[config.mk]
export PLATFORM = sky130hd
export DESIGN_NAME = man_align_pipe
export DESIGN_NICKNAME = d
export VERILOG_FILES = /design/src/rtl/man_align_pipe.sv
export SDC_FILE = /design/constraint.sdc
export NUM_CORES = 1
export LEC_CHECK = 0
export ABC_AREA = 1
export CORE_MARGIN = 2
export CORE_UTILIZATION = 25
export DETAILED_ROUTE_END_ITERATION = 12
export GPL_ROUTABILITY_DRIVEN = 0
export SYNTH_ARGS = -nofsm -noshare
export SYNTH_HDL_FRONTEND = slang
export SYNTH_SLANG_ARGS = --single-unit
[constraint.sdc]
create_clock -name clk -period 1.3 [get_ports clk]
set_clock_uncertainty 0.2 [all_clocks]
set_input_delay 0.195 -clock clk [delete_from_list [all_inputs] [get_ports clk]]
set_output_delay 0.195 -clock clk [all_outputs]
set_load 0.03 [all_outputs]
[src/rtl/man_align_pipe.sv]
// man_align_pipe: pipelined right-shift aligner producing {kept mantissa, G, R, S} with valid/ready flow.
// Define MAN_ALIGN_FLUSH_FLAG_EN to add out_flush, set when the operand shifts entirely into sticky.
module man_align_pipe #(
   parameter int MAN_W   = 24,
   parameter int SHAMT_W = 5,
   parameter int LAT     = 2,
   parameter int TAG_W   = 9
) (
   input  logic               clk,
   input  logic               rst_n,
   input  logic               in_valid,
   output logic               in_ready,
   input  logic [MAN_W-1:0]   in_man,
   input  logic [SHAMT_W-1:0] in_shamt,
   input  logic [TAG_W-1:0]   in_tag,
   output logic               out_valid,
   input  logic               out_ready,
   output logic [MAN_W+2:0]   out_res,
   output logic [TAG_W-1:0]   out_tag
`ifdef MAN_ALIGN_FLUSH_FLAG_EN
   ,
   output logic               out_flush
`endif
);
   localparam int EXT_W = MAN_W + 2;
   localparam int GRP   = (SHAMT_W + LAT - 1) / LAT;

   // Applies up to cnt binary shift steps; sh bit k shifts by 2^(base+k) and folds dropped bits into sticky.
   function automatic logic [EXT_W:0] shift_group(input logic [EXT_W-1:0] d, input logic s,
                                                  input logic [SHAMT_W-1:0] sh, input int base,
                                                  input int cnt);
      logic [EXT_W-1:0] dd;
      logic             ss;
      int               amt;
      dd = d;
      ss = s;
      for (int k = 0; k < SHAMT_W; k++) begin
         if (k < cnt && sh[k]) begin
            amt = 1 << (base + k);
            ss  = ss | (|(dd & ~({EXT_W{1'b1}} << amt)));
            dd  = dd >> amt;
         end
      end
      return {dd, ss};
   endfunction

   logic [LAT:0]   adv;
   logic [LAT-1:0] vld_vec;

   always_comb begin
      adv      = '0;
      adv[LAT] = out_ready;
      for (int i = LAT - 1; i >= 0; i--) begin
         adv[i] = !vld_vec[i] || adv[i+1];
      end
   end

   assign in_ready = adv[0];

   for (genvar g = 0; g < LAT; g++) begin : g_slot
      // The last group takes every remaining shamt bit, so nothing is left to carry past it.
      localparam int CNT = (g == LAT - 1) ? SHAMT_W : GRP;

      logic               src_vld;
      logic [EXT_W-1:0]   src_d;
      logic               src_s;
      logic [SHAMT_W-1:0] src_sh;
      logic [TAG_W-1:0]   src_tag;
      logic [EXT_W:0]     shifted;
      logic               vld_q;
      logic [EXT_W-1:0]   d_q;
      logic               s_q;
      logic [TAG_W-1:0]   tag_q;
`ifdef MAN_ALIGN_FLUSH_FLAG_EN
      logic               src_fl;
      logic               fl_q;
`endif

      if (g == 0) begin : g_src
         assign src_vld = in_valid;
         assign src_d   = {in_man, 2'b00};
         assign src_s   = 1'b0;
         assign src_sh  = in_shamt;
         assign src_tag = in_tag;
`ifdef MAN_ALIGN_FLUSH_FLAG_EN
         assign src_fl  = int'(in_shamt) >= EXT_W;
`endif
      end else begin : g_src
         assign src_vld = g_slot[g-1].vld_q;
         assign src_d   = g_slot[g-1].d_q;
         assign src_s   = g_slot[g-1].s_q;
         assign src_sh  = g_slot[g-1].g_sh.sh_q;
         assign src_tag = g_slot[g-1].tag_q;
`ifdef MAN_ALIGN_FLUSH_FLAG_EN
         assign src_fl  = g_slot[g-1].fl_q;
`endif
      end

      assign shifted    = shift_group(src_d, src_s, src_sh, g * GRP, CNT);
      assign vld_vec[g] = vld_q;

      // Stage boundary: slot g register
      always_ff @(posedge clk or negedge rst_n) begin
         if (!rst_n) begin
            vld_q <= 1'b0;
            d_q   <= '0;
            s_q   <= 1'b0;
            tag_q <= '0;
`ifdef MAN_ALIGN_FLUSH_FLAG_EN
            fl_q  <= 1'b0;
`endif
         end else if (adv[g]) begin
            vld_q <= src_vld;
            if (src_vld) begin
               d_q   <= shifted[EXT_W:1];
               s_q   <= shifted[0];
               tag_q <= src_tag;
`ifdef MAN_ALIGN_FLUSH_FLAG_EN
               fl_q  <= src_fl;
`endif
            end
         end
      end

      if (g < LAT - 1) begin : g_sh
         logic [SHAMT_W-1:0] sh_q;
         always_ff @(posedge clk or negedge rst_n) begin
            if (!rst_n) begin
               sh_q <= '0;
            end else if (adv[g] && src_vld) begin
               sh_q <= src_sh >> GRP;
            end
         end
      end
   end

   assign out_valid = g_slot[LAT-1].vld_q;
   assign out_res   = {g_slot[LAT-1].d_q, g_slot[LAT-1].s_q};
   assign out_tag   = g_slot[LAT-1].tag_q;
`ifdef MAN_ALIGN_FLUSH_FLAG_EN
   assign out_flush = g_slot[LAT-1].fl_q;
`endif

endmodule

==> reports/results.txt, run 1 <==
Site Rows -> 46
Most instantiated flip-flop cell in the synthesis netlist -> sky130_fd_sc_hd__dfrtp_1
Number of unique standard cell types used by synthesis -> 30
Drt first-iter violations -> 292
Synth-to-layout area growth -> 81.6%
Total count of hold-check failures in the final report -> 0
EDFF count, synth -> 0
Routed via count -> 4169
Post-DP Area -> 5480 sq um
Min Clock Period, post-route -> 1600 ps
Wire length of the first global-routing pass -> 20.0 mm
Number of remaining DRC errors -> 0
Detail-routed via count per cell -> 4.47
Finish-stage setup viols -> 78
Leakage Power -> 0.00344 uW
Hold Crit Class -> in -> async
Number of instances in the synthesized netlist -> 529
Clock tree buffer depth -> 2
DRT Wirelength -> 12.8 mm
Status -> finished, violations left
Average wire per cell in the routed design -> 13.7 um
Fraction of layout instances using a drive strength above 1 -> 43.5%
Combined global-route utilization of all metal layers -> 15.1%
Initial standard-cell utilization of the core -> 25.3%
Worst VDD drop -> 0.000759 V
Min setup slack post-route -> -298 ps
Sequential cell area -> 1910 sq um
Total nets after synthesis -> 571
Post-layout util -> 46.0%
Largest net degree at the start of global routing -> 77
Critical Path, Cell by Cell -> nand3_4, buf_12, nand2_8, buf_6, buf_6, a22oi_2, nand2_1
Worst path required time -> 1320 ps
Cell types with the largest area share after synthesis -> sky130_fd_sc_hd__dfrtp_1, sky130_fd_sc_hd__nand2_1, sky130_fd_sc_hd__o21ai_0, sky130_fd_sc_hd__nor2_1, sky130_fd_sc_hd__inv_1
Leading cell type in the layout, fill and taps excluded -> sky130_fd_sc_hd__nand2_1
Maximum clock frequency -> 626 MHz
Signal arrival time at the worst endpoint -> 1620 ps
Multi-input logic area -> 2350 sq um
Clock root cell -> sky130_fd_sc_hd__clkbuf_16
Sequential fraction of the synthesis area -> 47.8%
Clock-pin transition on the worst setup and hold timing paths -> 60 ps
Number of fill cells in the layout -> 1499
Die boundary width -> 130 um
Number of nets in the final layout -> 754
Number of global-route vias before repair -> 4000
Transition time at the pin with the least slew margin -> 419 ps
Count of antenna diodes in the layout -> 0
Post-place setup slack -> -640 ps
Die Span Y -> 130 um
Violated checks -> setup timing
Category of the worst setup path launch point -> register
Async S/R FF share, synth -> 100%
GRT overflow -> 0
Final standard cell count with taps included and fillers excluded -> 933
Number of input and output port buffers inserted -> 79
Register bit total from synthesis -> 76
Insertion delay of the later-clocked pin in the worst-skew pair -> 330 ps
Number of buffers added by the clock tree synthesis step -> 9
Number of synthesis warnings -> 0
Cell area after layout -> 7230 sq um
Initial antenna violation count -> 0
Most frequent cells in the layout -> sky130_fd_sc_hd__nand2_1, sky130_fd_sc_hd__buf_4, sky130_fd_sc_hd__dfrtp_1
Instance count after placement with tap cells included -> 867
Area inside the core boundary -> 15700 sq um
Sort of element at the end of the critical path -> register
CTS tree -> yes
Buffering stage count on the worst path with inverters included -> 3
Clock sink total -> 76
Cell type with the highest aggregate area in the netlist -> sky130_fd_sc_hd__dfrtp_1
Worst path most repeated cell -> sky130_fd_sc_hd__buf_6
Number of nets with antenna violations after detailed routing -> 0
CTS H-tree depth -> 3
Share of the clock period used by the worst path -> 123%
RSZ-0062 raised after global routing -> true
Number of max-slew violations in the final report -> 0
Number of top-level pins -> 80
Area share of the largest cell type after synthesis -> 47.8%
Netlist area before placement -> 3980 sq um
First-pass detailed-route iteration total -> 5
Highest net fanout along the worst path -> 6
Power consumption -> 10900 uW
Per-instance average area after synthesis -> 7.53 sq um
Post-detail-place hpwl -> 8.47 mm
P per Cell Area -> 1510 nW/um^2
# Max-Cap Violations -> 0
CP max stage cell -> sky130_fd_sc_hd__dfrtp_2
Critical Path Max Stage Delay -> 440 ps
CP delay by family, top -> flip-flops
Setup Crit Path Kind -> reg -> reg
Die Footprint -> 17000 sq um
Rel. slew slack -> 72.0%
-- state kept, by name, indices dropped and copies added (netlist names) --
register / count
g_slot.vld_q: 1
g_slot.tag_q: 9
out_valid: 1
g_slot.d_q: 52
g_slot.g_sh.sh_q: 2
g_slot.s_q: 2
out_tag: 9
-- cells in the mapped netlist, types with 2 or more instances --
| master | number |
|---|---|
| sky130_fd_sc_hd__buf_6 | 8 |
| sky130_fd_sc_hd__a22oi_1 | 3 |
| sky130_fd_sc_hd__o221ai_1 | 4 |
| sky130_fd_sc_hd__buf_2 | 6 |
| sky130_fd_sc_hd__o21ai_1 | 7 |
| sky130_fd_sc_hd__nand3_1 | 13 |
| sky130_fd_sc_hd__o21a_1 | 2 |
| sky130_fd_sc_hd__a21oi_1 | 11 |
| sky130_fd_sc_hd__inv_1 | 29 |
| sky130_fd_sc_hd__o22ai_1 | 2 |
| sky130_fd_sc_hd__inv_2 | 4 |
| sky130_fd_sc_hd__nand2_1 | 217 |
| sky130_fd_sc_hd__a31oi_1 | 9 |
| sky130_fd_sc_hd__o211ai_1 | 11 |
| sky130_fd_sc_hd__o31ai_1 | 3 |
| sky130_fd_sc_hd__o21ai_0 | 66 |
| sky130_fd_sc_hd__clkbuf_1 | 9 |
| sky130_fd_sc_hd__nor2_1 | 31 |
| sky130_fd_sc_hd__inv_4 | 2 |
| sky130_fd_sc_hd__buf_4 | 7 |
| sky130_fd_sc_hd__dfrtp_1 | 76 |
-- layout make-up --
type,count,area share (%)
multi-input cells,388,32.4
repair buffers,199,30.0
flip-flops and latches,76,26.4
clock buffers,13,3.74
well taps,216,3.74
inverters,35,2.40
clock inverters,3,0.934
repair inverters,3,0.398
-- where the power goes --
part	switching [uW]	leakage [uW]	total [uW]	internal [uW]
Combinational	2400	0.00233	4810	2400
Sequential	425	0.000952	3310	2880
Clock	966	0.000162	2810	1840
Total	3800	0.00344	10900	7120
-- per-layer routing --
| metal | global-route usage (%) | wire length [um] | vias up |
|---|---|---|---|
| met4 | 5.19 | 217 | 0 |
| met2 | 24.2 | 6240 | 92 |
| met3 | 2.42 | 503 | 11 |
| li1 | - | - | 2106 |
| met1 | 20.9 | 5830 | 1960 |
| met5 | 0 | 0 | - |
-- stage by stage --
stage | hold WS [ps] | setup TNS, ps
floorplan | -301 | -7190
global placement | 51.8 | -31450
detailed placement | 52.5 | -32960
CTS | 213 | -11360
global route | 235 | -16040
finish | 212 | -12330
-- final timing paths --
path	from	to	slack [ps]	cells past startpoint
setup reg to reg	out_valid$_DFFE_PN0P_	g_slot[0].d_q[6]$_DFFE_PN0P_	-300	7
setup / recovery	out_valid$_DFFE_PN0P_	g_slot[0].d_q[6]$_DFFE_PN0P_	-300	7
max in group asynchronous	rst_n	g_slot[1].d_q[19]$_DFFE_PN0P_	320	3
min in group clk	in_tag[2]	g_slot[0].tag_q[2]$_DFFE_PN0P_	220	3
hold reg to reg	out_tag[3]$_DFFE_PN0P_	out_tag[3]$_DFFE_PN0P_	280	2
hold / removal	rst_n	g_slot[1].d_q[18]$_DFFE_PN0P_	210	3
-- worst min-delay path: stages --
cell and delay, ps:
sky130_fd_sc_hd__dlygate4sd3_1 520, sky130_fd_sc_hd__buf_4 110, sky130_fd_sc_hd__buf_12 330
-- what timing repair did --
item | in CTS | in global routing
gates resized for setup | 154 | 130
hold endpoints to repair | 76 | 0
endpoints found under the setup margin | 84 | 97
hold buffers | 1 | 0
gates cloned | 13 | 1
pin swaps | 18 | 19
setup buffers | 26 | 15
-- logic make-up (layout without fill, tap and decap cells) --
kind of cell	count (synthesis)	count (layout)	synth area share [%]
multiplexers	1	1	0.251
AO/OA/AOI/OAI	119	119	17.0
buffers and inverters	65	253	8.61
flip-flops	76	76	47.8
AND/OR/NAND/NOR	268	268	26.4
(Power assumes the default switching activity.)
==> run 2: changes to the inputs <==
- HOLD_SLACK_MARGIN: not set -> 0.15
- SKIP_LAST_GASP: not set -> 1
==> reports/results.txt, run 2 (synthesis results as in run 1) <==
Status -> finished, violations left (unchanged)
Violated checks -> setup timing (unchanged)
Die Span Y -> 130 um (unchanged)
Wire length of the first global-routing pass -> 19.9 mm (was 20.0 mm)
Min setup slack post-route -> -289 ps (was -298 ps)
Critical Path Max Stage Delay -> 450 ps (was 440 ps)
Number of buffers added by the clock tree synthesis step -> 9 (unchanged)
Worst path required time -> 1340 ps (was 1320 ps)
Final standard cell count with taps included and fillers excluded -> 937 (was 933)
Number of nets with antenna violations after detailed routing -> 0 (unchanged)
Initial standard-cell utilization of the core -> 25.3% (unchanged)
Finish-stage setup viols -> 77 (was 78)
Number of top-level pins -> 80 (unchanged)
Fraction of layout instances using a drive strength above 1 -> 41.1% (was 43.5%)
Worst VDD drop -> 0.000730 V (was 0.000759 V)
CP delay by family, top -> flip-flops (unchanged)
Detail-routed via count per cell -> 4.45 (was 4.47)
Buffering stage count on the worst path with inverters included -> 3 (unchanged)
Number of global-route vias before repair -> 3988 (was 4000)
R2R Setup Slk -> -290 ps (was -300 ps)
Maximum clock frequency -> 629 MHz (was 626 MHz)
Critical Path, Cell by Cell -> nand3_4, buf_12, nand2_8, nor2_4, buf_6, buf_12, nand2_4, o211ai_1 (was nand3_4, buf_12, nand2_8, buf_6, buf_6, a22oi_2, nand2_1)
Instance count after placement with tap cells included -> 867 (unchanged)
Die Footprint -> 17000 sq um (unchanged)
Leading cell type in the layout, fill and taps excluded -> sky130_fd_sc_hd__nand2_1 (unchanged)
Post-detail-place hpwl -> 8.47 mm (unchanged)
Clock sink total -> 76 (unchanged)
Clock-pin transition on the worst setup and hold timing paths -> 60 ps (about the same)
First-pass detailed-route iteration total -> 4 (was 5)
Count of antenna diodes in the layout -> 0 (unchanged)
Die boundary width -> 130 um (unchanged)
Combined global-route utilization of all metal layers -> 15.1% (about the same)
Hold Crit Class -> in -> async (unchanged)
Clock root cell -> sky130_fd_sc_hd__clkbuf_16 (unchanged)
Setup Crit Path Kind -> reg -> reg (unchanged)
Sort of element at the end of the critical path -> register (unchanged)
Category of the worst setup path launch point -> register (unchanged)
# Max-Cap Violations -> 0 (unchanged)
Transition time at the pin with the least slew margin -> 428 ps (was 419 ps)
Worst path most repeated cell -> sky130_fd_sc_hd__buf_12 (was sky130_fd_sc_hd__buf_6)
Number of max-slew violations in the final report -> 0 (unchanged)
Number of remaining DRC errors -> 0 (unchanged)
Site Rows -> 46 (unchanged)
Power consumption -> 10800 uW (was 10900 uW)
Total count of hold-check failures in the final report -> 0 (unchanged)
Number of input and output port buffers inserted -> 79 (unchanged)
Summed negative setup slack over all endpoints -> -12290 ps (was -12330 ps)
Insertion delay of the later-clocked pin in the worst-skew pair -> 330 ps (about the same)
Worst hold-check slack -> 215 ps (was 212 ps)
CTS tree -> yes (unchanged)
RSZ-0062 raised after global routing -> true (unchanged)
GRT overflow -> 0 (unchanged)
Average wire per cell in the routed design -> 13.7 um (about the same)
CP max stage cell -> sky130_fd_sc_hd__dfrtp_2 (unchanged)
DRT Wirelength -> 12.8 mm (about the same)
Min Clock Period, post-route -> 1590 ps (was 1600 ps)
Post-layout util -> 45.6% (was 46.0%)
Top register by number of flip-flops -> g_slot.d_q (unchanged)
Drt first-iter violations -> 275 (was 292)
Rel. slew slack -> 71.5% (was 72.0%)
CTS H-tree depth -> 3 (unchanged)
Signal arrival time at the worst endpoint -> 1630 ps (was 1620 ps)
Highest net fanout along the worst path -> 6 (unchanged)
Synth-to-layout area growth -> 80.0% (was 81.6%)
Destination of the worst register-to-register timing path -> g_slot[0].d_q[12]$_DFFE_PN0P_ (was g_slot[0].d_q[6]$_DFFE_PN0P_)
Clock tree buffer depth -> 2 (unchanged)
P per Cell Area -> 1510 nW/um^2 (about the same)
Launch point of the worst reg-to-reg path -> out_valid$_DFFE_PN0P_ (unchanged)
Area inside the core boundary -> 15700 sq um (unchanged)
Leakage Power -> 0.00345 uW (was 0.00344 uW)
Number of flip-flops in the largest register -> 52 (unchanged)
Most frequent cells in the layout -> sky130_fd_sc_hd__nand2_1, sky130_fd_sc_hd__buf_4, sky130_fd_sc_hd__dfrtp_1 (unchanged)
Number of nets in the final layout -> 758 (was 754)
Largest net degree at the start of global routing -> 77 (unchanged)
Worst Reg2Reg Path Length in Cells -> 8 (was 7)
Share of the clock period used by the worst path -> 122% (was 123%)
Initial antenna violation count -> 0 (unchanged)
Routed via count -> 4167 (was 4169)
==> run 2: changes by cell type in the layout (fill, tap and decap cells not counted), moves of 2 or more <==
cell,change
sky130_fd_sc_hd__nand2_1,+11
sky130_fd_sc_hd__nand2_2,-11
sky130_fd_sc_hd__buf_4,+9
sky130_fd_sc_hd__buf_6,-6
sky130_fd_sc_hd__o21ai_2,-5
sky130_fd_sc_hd__o21ai_1,+3
sky130_fd_sc_hd__a21oi_1,+2
sky130_fd_sc_hd__a21oi_2,-2
sky130_fd_sc_hd__o21ai_0,+2
==> run 2: worst max-delay path by stage <==
stage	from	endpoint	slack [ps]	depth (start not counted)
after floorplan	out_valid$_DFFE_PN0P_	g_slot[0].d_q[10]$_DFFE_PN0P_	-240	8
after global placement	in_shamt[0]	g_slot[0].d_q[4]$_DFFE_PN0P_	-580	8
after detailed placement	in_shamt[0]	g_slot[0].d_q[4]$_DFFE_PN0P_	-640	8
after CTS	g_slot[0].vld_q$_DFFE_PN0N_	g_slot[0].d_q[6]$_DFFE_PN0P_	-270	8
after global routing	out_valid$_DFFE_PN0P_	g_slot[0].d_q[9]$_DFFE_PN0P_	-350	8
final	out_valid$_DFFE_PN0P_	g_slot[0].d_q[12]$_DFFE_PN0P_	-290	8
==> run 2: area by class of cell <==
class                   count  area, sq um
repair buffers            203         2180
clock buffers              13          270
flip-flops and latches     76         1910
repair inverters            3         28.8
well taps                 216          270
fillers                  1510         8540
multi-input cells         388         2270
inverters                  35          174
clock inverters             3         67.6
==> run 2: power by group <==
part	internal (uW)	leakage, uW	switching (uW)
clock	1840	0.000162	962
sequential	2880	0.000952	394
combinational	2350	0.00233	2370
==> run 2: through the flow <==
stage	setup slack (ps)	instance area, sq um
3_5_place_dp	-640	5480
4_1_cts	-270	6700
5_1_grt	-346	7170
2_1_floorplan	-237	4040
6_report	-289	7170
3_3_place_gp	-582	5480
==> run 2: routing by layer <==
metal	vias to the layer above	GRT usage [%]	routed length, um
met4	0	5.19	202
li1	2105	-	-
met3	10	2.42	522
met2	93	24.1	6190
met1	1959	20.8	5910
met5	-	0	0
==> run 2: worst register-to-register path: stages (launching register included) <==
cell and delay, ps:
sky130_fd_sc_hd__dfrtp_2 450, sky130_fd_sc_hd__nand3_4 90, sky130_fd_sc_hd__buf_12 110, sky130_fd_sc_hd__nand2_8 70
sky130_fd_sc_hd__nor2_4 160, sky130_fd_sc_hd__buf_6 140, sky130_fd_sc_hd__buf_12 130, sky130_fd_sc_hd__nand2_4 50
sky130_fd_sc_hd__o211ai_1 100
==> run 2: timing repair <==
action	CTS	global route
gates resized for setup	140	116
setup endpoints to repair	84	99
pin swaps	15	21
hold endpoints to repair	76	0
cloned	13	1
hold buffers	1	0
setup buffers	26	19
